**config.mk**
```make
export PLATFORM = sky130hd
export DESIGN_NAME = mem_port_arbiter
export DESIGN_NICKNAME = d
export VERILOG_FILES = /design/src/rtl/mem_port_arbiter.sv
export SDC_FILE = /design/constraint.sdc
export NUM_CORES = 1
export LEC_CHECK = 0
export CORE_MARGIN = 4
export CORE_UTILIZATION = 42
export DETAILED_ROUTE_END_ITERATION = 12
export PLACE_DENSITY = 0.89
export SLEW_MARGIN = 15
export SYNTH_ARGS = -nofsm -noshare
export SYNTH_HDL_FRONTEND = slang
export SYNTH_SLANG_ARGS = --single-unit
export TNS_END_PERCENT = 5
```
**constraint.sdc**
```tcl
create_clock -name clk -period 2 [get_ports clk]
set_clock_uncertainty 0.05 [all_clocks]
set_input_delay 0.5 -clock clk [delete_from_list [all_inputs] [get_ports clk]]
set_output_delay 0.5 -clock clk [all_outputs]
set_load 0.05 [all_outputs]
```
**src/rtl/mem_port_arbiter.sv**
```systemverilog
// rtl/mem_port_arbiter.sv - fetch/data arbiter sharing one single-ported memory
module mem_port_arbiter #(
    parameter int ADDR_W     = 32,
    parameter int DATA_W     = 32,
    parameter int STARVE_MAX = 4
) (
    input  logic              clk,
    input  logic              reset,
    input  logic              i_req,
    input  logic [ADDR_W-1:0] i_addr,
    output logic [DATA_W-1:0] i_rdata,
    output logic              i_ack,
    input  logic              d_req,
    input  logic              d_we,
    input  logic [ADDR_W-1:0] d_addr,
    input  logic [DATA_W-1:0] d_wdata,
    output logic [DATA_W-1:0] d_rdata,
    output logic              d_ack,
    output logic              m_req,
    output logic              m_we,
    output logic [ADDR_W-1:0] m_addr,
    output logic [DATA_W-1:0] m_wdata,
    input  logic [DATA_W-1:0] m_rdata,
    input  logic              m_ready,
    output logic              busy
);

    typedef enum logic [1:0] {
        IDLE  = 2'd0,
        MEM_I = 2'd1,
        MEM_D = 2'd2,
        RESP  = 2'd3
    } state_t;

    localparam logic [3:0] STARVE_LIM = 4'(STARVE_MAX);

    state_t            state_q, state_n;
    logic [3:0]        starve_q, starve_n;
    logic              m_req_q, m_req_n;
    logic              m_we_q, m_we_n;
    logic [ADDR_W-1:0] m_addr_q, m_addr_n;
    logic [DATA_W-1:0] m_wdata_q, m_wdata_n;
    logic              i_ack_q, i_ack_n;
    logic              d_ack_q, d_ack_n;
    logic [DATA_W-1:0] i_rdata_q, i_rdata_n;
    logic [DATA_W-1:0] d_rdata_q, d_rdata_n;
    logic              busy_q, busy_n;
    logic              grant_d, grant_i;

    // Data wins unless fetch has waited through STARVE_MAX consecutive data grants.
    always_comb begin
        grant_d = d_req && !(i_req && (starve_q == STARVE_LIM));
        grant_i = i_req && !grant_d;
    end

    always_comb begin
        state_n   = state_q;
        starve_n  = starve_q;
        m_req_n   = m_req_q;
        m_we_n    = m_we_q;
        m_addr_n  = m_addr_q;
        m_wdata_n = m_wdata_q;
        i_ack_n   = 1'b0;
        d_ack_n   = 1'b0;
        i_rdata_n = i_rdata_q;
        d_rdata_n = d_rdata_q;

        unique case (state_q)
            IDLE: begin
                if (grant_d) begin
                    m_req_n   = 1'b1;
                    m_we_n    = d_we;
                    m_addr_n  = d_addr;
                    m_wdata_n = d_wdata;
                    state_n   = MEM_D;
                    if (!i_req)
                        starve_n = 4'd0;
                    else if (starve_q != STARVE_LIM)
                        starve_n = starve_q + 4'd1;
                end else if (grant_i) begin
                    m_req_n   = 1'b1;
                    m_we_n    = 1'b0;
                    m_addr_n  = i_addr;
                    m_wdata_n = '0;
                    starve_n  = 4'd0;
                    state_n   = MEM_I;
                end
            end
            MEM_I: begin
                if (m_ready) begin
                    i_rdata_n = m_rdata;
                    i_ack_n   = 1'b1;
                    m_req_n   = 1'b0;
                    m_we_n    = 1'b0;
                    state_n   = RESP;
                end
            end
            MEM_D: begin
                if (m_ready) begin
                    d_rdata_n = m_rdata;
                    d_ack_n   = 1'b1;
                    m_req_n   = 1'b0;
                    m_we_n    = 1'b0;
                    state_n   = RESP;
                end
            end
            RESP: begin
                state_n = IDLE;
            end
            default: begin
                state_n = IDLE;
            end
        endcase

        busy_n = (state_n != IDLE);
    end

    // Asynchronous reset also aborts an in-flight access: m_req falls without an ack.
    always_ff @(posedge clk or negedge reset) begin
        if (!reset) begin
            state_q   <= IDLE;
            starve_q  <= 4'd0;
            m_req_q   <= 1'b0;
            m_we_q    <= 1'b0;
            m_addr_q  <= '0;
            m_wdata_q <= '0;
            i_ack_q   <= 1'b0;
            d_ack_q   <= 1'b0;
            i_rdata_q <= '0;
            d_rdata_q <= '0;
            busy_q    <= 1'b0;
        end else begin
            state_q   <= state_n;
            starve_q  <= starve_n;
            m_req_q   <= m_req_n;
            m_we_q    <= m_we_n;
            m_addr_q  <= m_addr_n;
            m_wdata_q <= m_wdata_n;
            i_ack_q   <= i_ack_n;
            d_ack_q   <= d_ack_n;
            i_rdata_q <= i_rdata_n;
            d_rdata_q <= d_rdata_n;
            busy_q    <= busy_n;
        end
    end

    assign m_req   = m_req_q;
    assign m_we    = m_we_q;
    assign m_addr  = m_addr_q;
    assign m_wdata = m_wdata_q;
    assign i_ack   = i_ack_q;
    assign d_ack   = d_ack_q;
    assign i_rdata = i_rdata_q;
    assign d_rdata = d_rdata_q;
    assign busy    = busy_q;

endmodule
```
==> metrics <==
fin crit share 0.8679; final routed DRC violation total 0; Final Setup Violations 0; layout cells sized above 1 0.3354; detailed router's first-iteration violation count 290; worst r2r src state_q[0]; register bit count reported by yosys 139; total number of vias 4864; Max stage delay cell, worst path dfrtp_1; # fillers 981; R2R setup slack 260 ps; Synth top area share 0.5972; Final ANT Viol Nets 0; # IOs 267; post-route cell area 9020 um2; post-route insts no fill 969; final net count 922; initial antenna violation count 0; placed cell area 8433 um2; cts repair resizes 0; Hold Path Sink m_wdata[3]; Worst Path Required 2270 ps; startpoint of the lowest-slack hold path m_wdata[3]; cell chain of the critical path inv_1 > ha_1 > nor2b_4 > buf_12 > nor2_1 > a21oi_1; CP startpoint kind flip-flop; drt total wl 16.19 mm; max_cap viols 0; P&R area growth vs syn 54.87%; CTS Buf Count 17; post-synth top area cell dfrtp_1; Ys Warns 0; Worst R2R End m_addr[6]; gp weighted congestion 0.7881; Post-Syn Nets 651; Root Buffer clkbuf_16; total placed cells including tap cells 937; die area 15820 um2; Min Hold Slack 418.2 ps; Initial Utilization 0.4346; Die W 125.8 um; min Tclk post-route 1736 ps; Pre-Repair DR Iteration Count 4; final core utilization 0.6731; drt wl/cell 16.71 um; via-per-instance ratio 5.020; CTS HTree Levels 4; CTS clk-pin slew, worst paths 50 ps; WP data arrival 2010 ps; synth unique cells 28; Max clock buf depth 2; Pwr Density 2060 nW/um2; Final Power 18.58 mW; commonest cells after routing, fill and taps aside dfrtp_1, buf_4, clkdlybuf4s50_1; Max transition margin 0.7373; largest net degree at the start of global routing 47; sequential area share after synthesis 0.5972; Mapped Cells 510; outcome finished clean; Core Region 13400 um2; Hold Crit Class flip-flop to flip-flop; WS Path Type flip-flop to flip-flop; unrepaired setup endpoints after global routing false; Slew @ Worst Pin 394.0 ps; Worst Reg-to-Reg Cells 6; final hold viol count 0; clk sinks 139; Hold Crit Depth 2; latest clock arrival within the worst-skew pair 400 ps; hold-fix buffers at CTS 1; total grt overflow 0; Area contributors post-synth dfrtp_1, mux2_2, nand2_1, a21oi_1, nand3_2; row count 42; PortBufs 266; total track usage 0.2026; Avg Cell Area, Syn 11.42 um2; CTS tree built; CP max stage delay 420 ps; synthesized area 5824 um2; CP max FO 35; postcts setup bufs 0; global-route wire length before repair 25.88 mm; VDD IR max 0.001199 V; Leakage 4.244 nW; dpl hpwl 12.15 mm; vias in the first global route 5220; fmax 576.1 MHz; Die Y 125.8 um; crit end category flip-flop; # diodes 0; final slew viol count 0
==> layout make-up <==
class / instances / area [um2] / area share
clock inverter: 8 / 118.9 / 0.01318
multi-input combinational: 330 / 2105 / 0.2333
clock buffer: 23 / 457.9 / 0.05077
inverter: 9 / 33.78 / 0.003745
timing repair buffer: 284 / 2606 / 0.2889
tap: 176 / 220.2 / 0.02441
sequential: 139 / 3478 / 0.3856
==> where the power goes <==
group / internal [mW] / switching (mW) / leakage, nW
clock: 1.98 / 1.08 / 0.285
combinational: 3.37 / 7.09 / 2.28
sequential: 4.23 / 0.837 / 1.68
total: 9.57 / 9.01 / 4.24
==> cells by family after synthesis <==
group	Yosys count	share of synthesized area
AO/OA/AOI/OAI	78	0.07068
adder cells (fa/ha/maj)	7	0.01504
buffers and inverters	41	0.04468
flip-flops	139	0.5972
multiplexers	65	0.1255
AND/OR/NAND/NOR	180	0.1469
==> critical path: cells and delay by family, from the launching register on <==
kind            cells  cell delay [ps]
buf+inv             2              360
fa+ha+maj           1              340
simple gates        2              350
flops               1              420
compound gates      1              130
==> metal layers <==
layer / up-vias / track usage / part of all wire
li1: 2255 / - / -
met5: - / 0 / 0
met2: 221 / 0.3584 / 0.53
met1: 2348 / 0.2285 / 0.37
met3: 40 / 0.05504 / 0.067
met4: 0 / 0.09274 / 0.034
==> synthesized netlist by cell type <==
cell type,instances
mux2i_1,1
nand4b_4,1
o21ai_1,1
buf_12,2
nand3_1,14
and2_4,1
o22ai_1,3
nand3_2,20
nor2b_1,1
o21ai_0,4
nand2_1,104
a21o_1,1
buf_8,1
mux2_2,64
nor2_1,35
a21oi_1,66
a32o_1,3
inv_1,9
dfrtp_1,139
ha_1,7
nand2b_1,2
buf_1,1
buf_4,3
and2_1,1
or2_2,1
buf_2,17
clkbuf_1,4
buf_6,4
==> sequential cells by signal, summed over array words and instances (netlist names) <==
signal and flops:
m_addr 32, d_rdata 32, busy 1, state_q 2, i_ack 1, d_ack 1, m_we 1, m_req 1
m_wdata 32, starve_q 4, i_rdata 32
==> how the worst max path moves through the flow <==
stage,startpoint,end,slack [ps],cells after the start
6_report,state_q[0],m_addr[6],260,6
5_1_grt,state_q[1],m_addr[6],130,6
4_1_cts,state_q[0],m_addr[2],240,6
3_5_place_dp,i_req,m_addr[2],-70,6
3_3_place_gp,i_req,m_addr[4],4,6
2_1_floorplan,starve_q[0],m_wdata[3],430,9
==> metrics by stage <==
step	setup TNS (ps)	setup slack, ps
2_1_floorplan	0	432.1
3_5_place_dp	-699.0	-65.91
4_1_cts	0	243.7
3_3_place_gp	0	3.670
5_1_grt	0	129.6
6_report	0	264.2
Power figures use the tool's default switching activity.
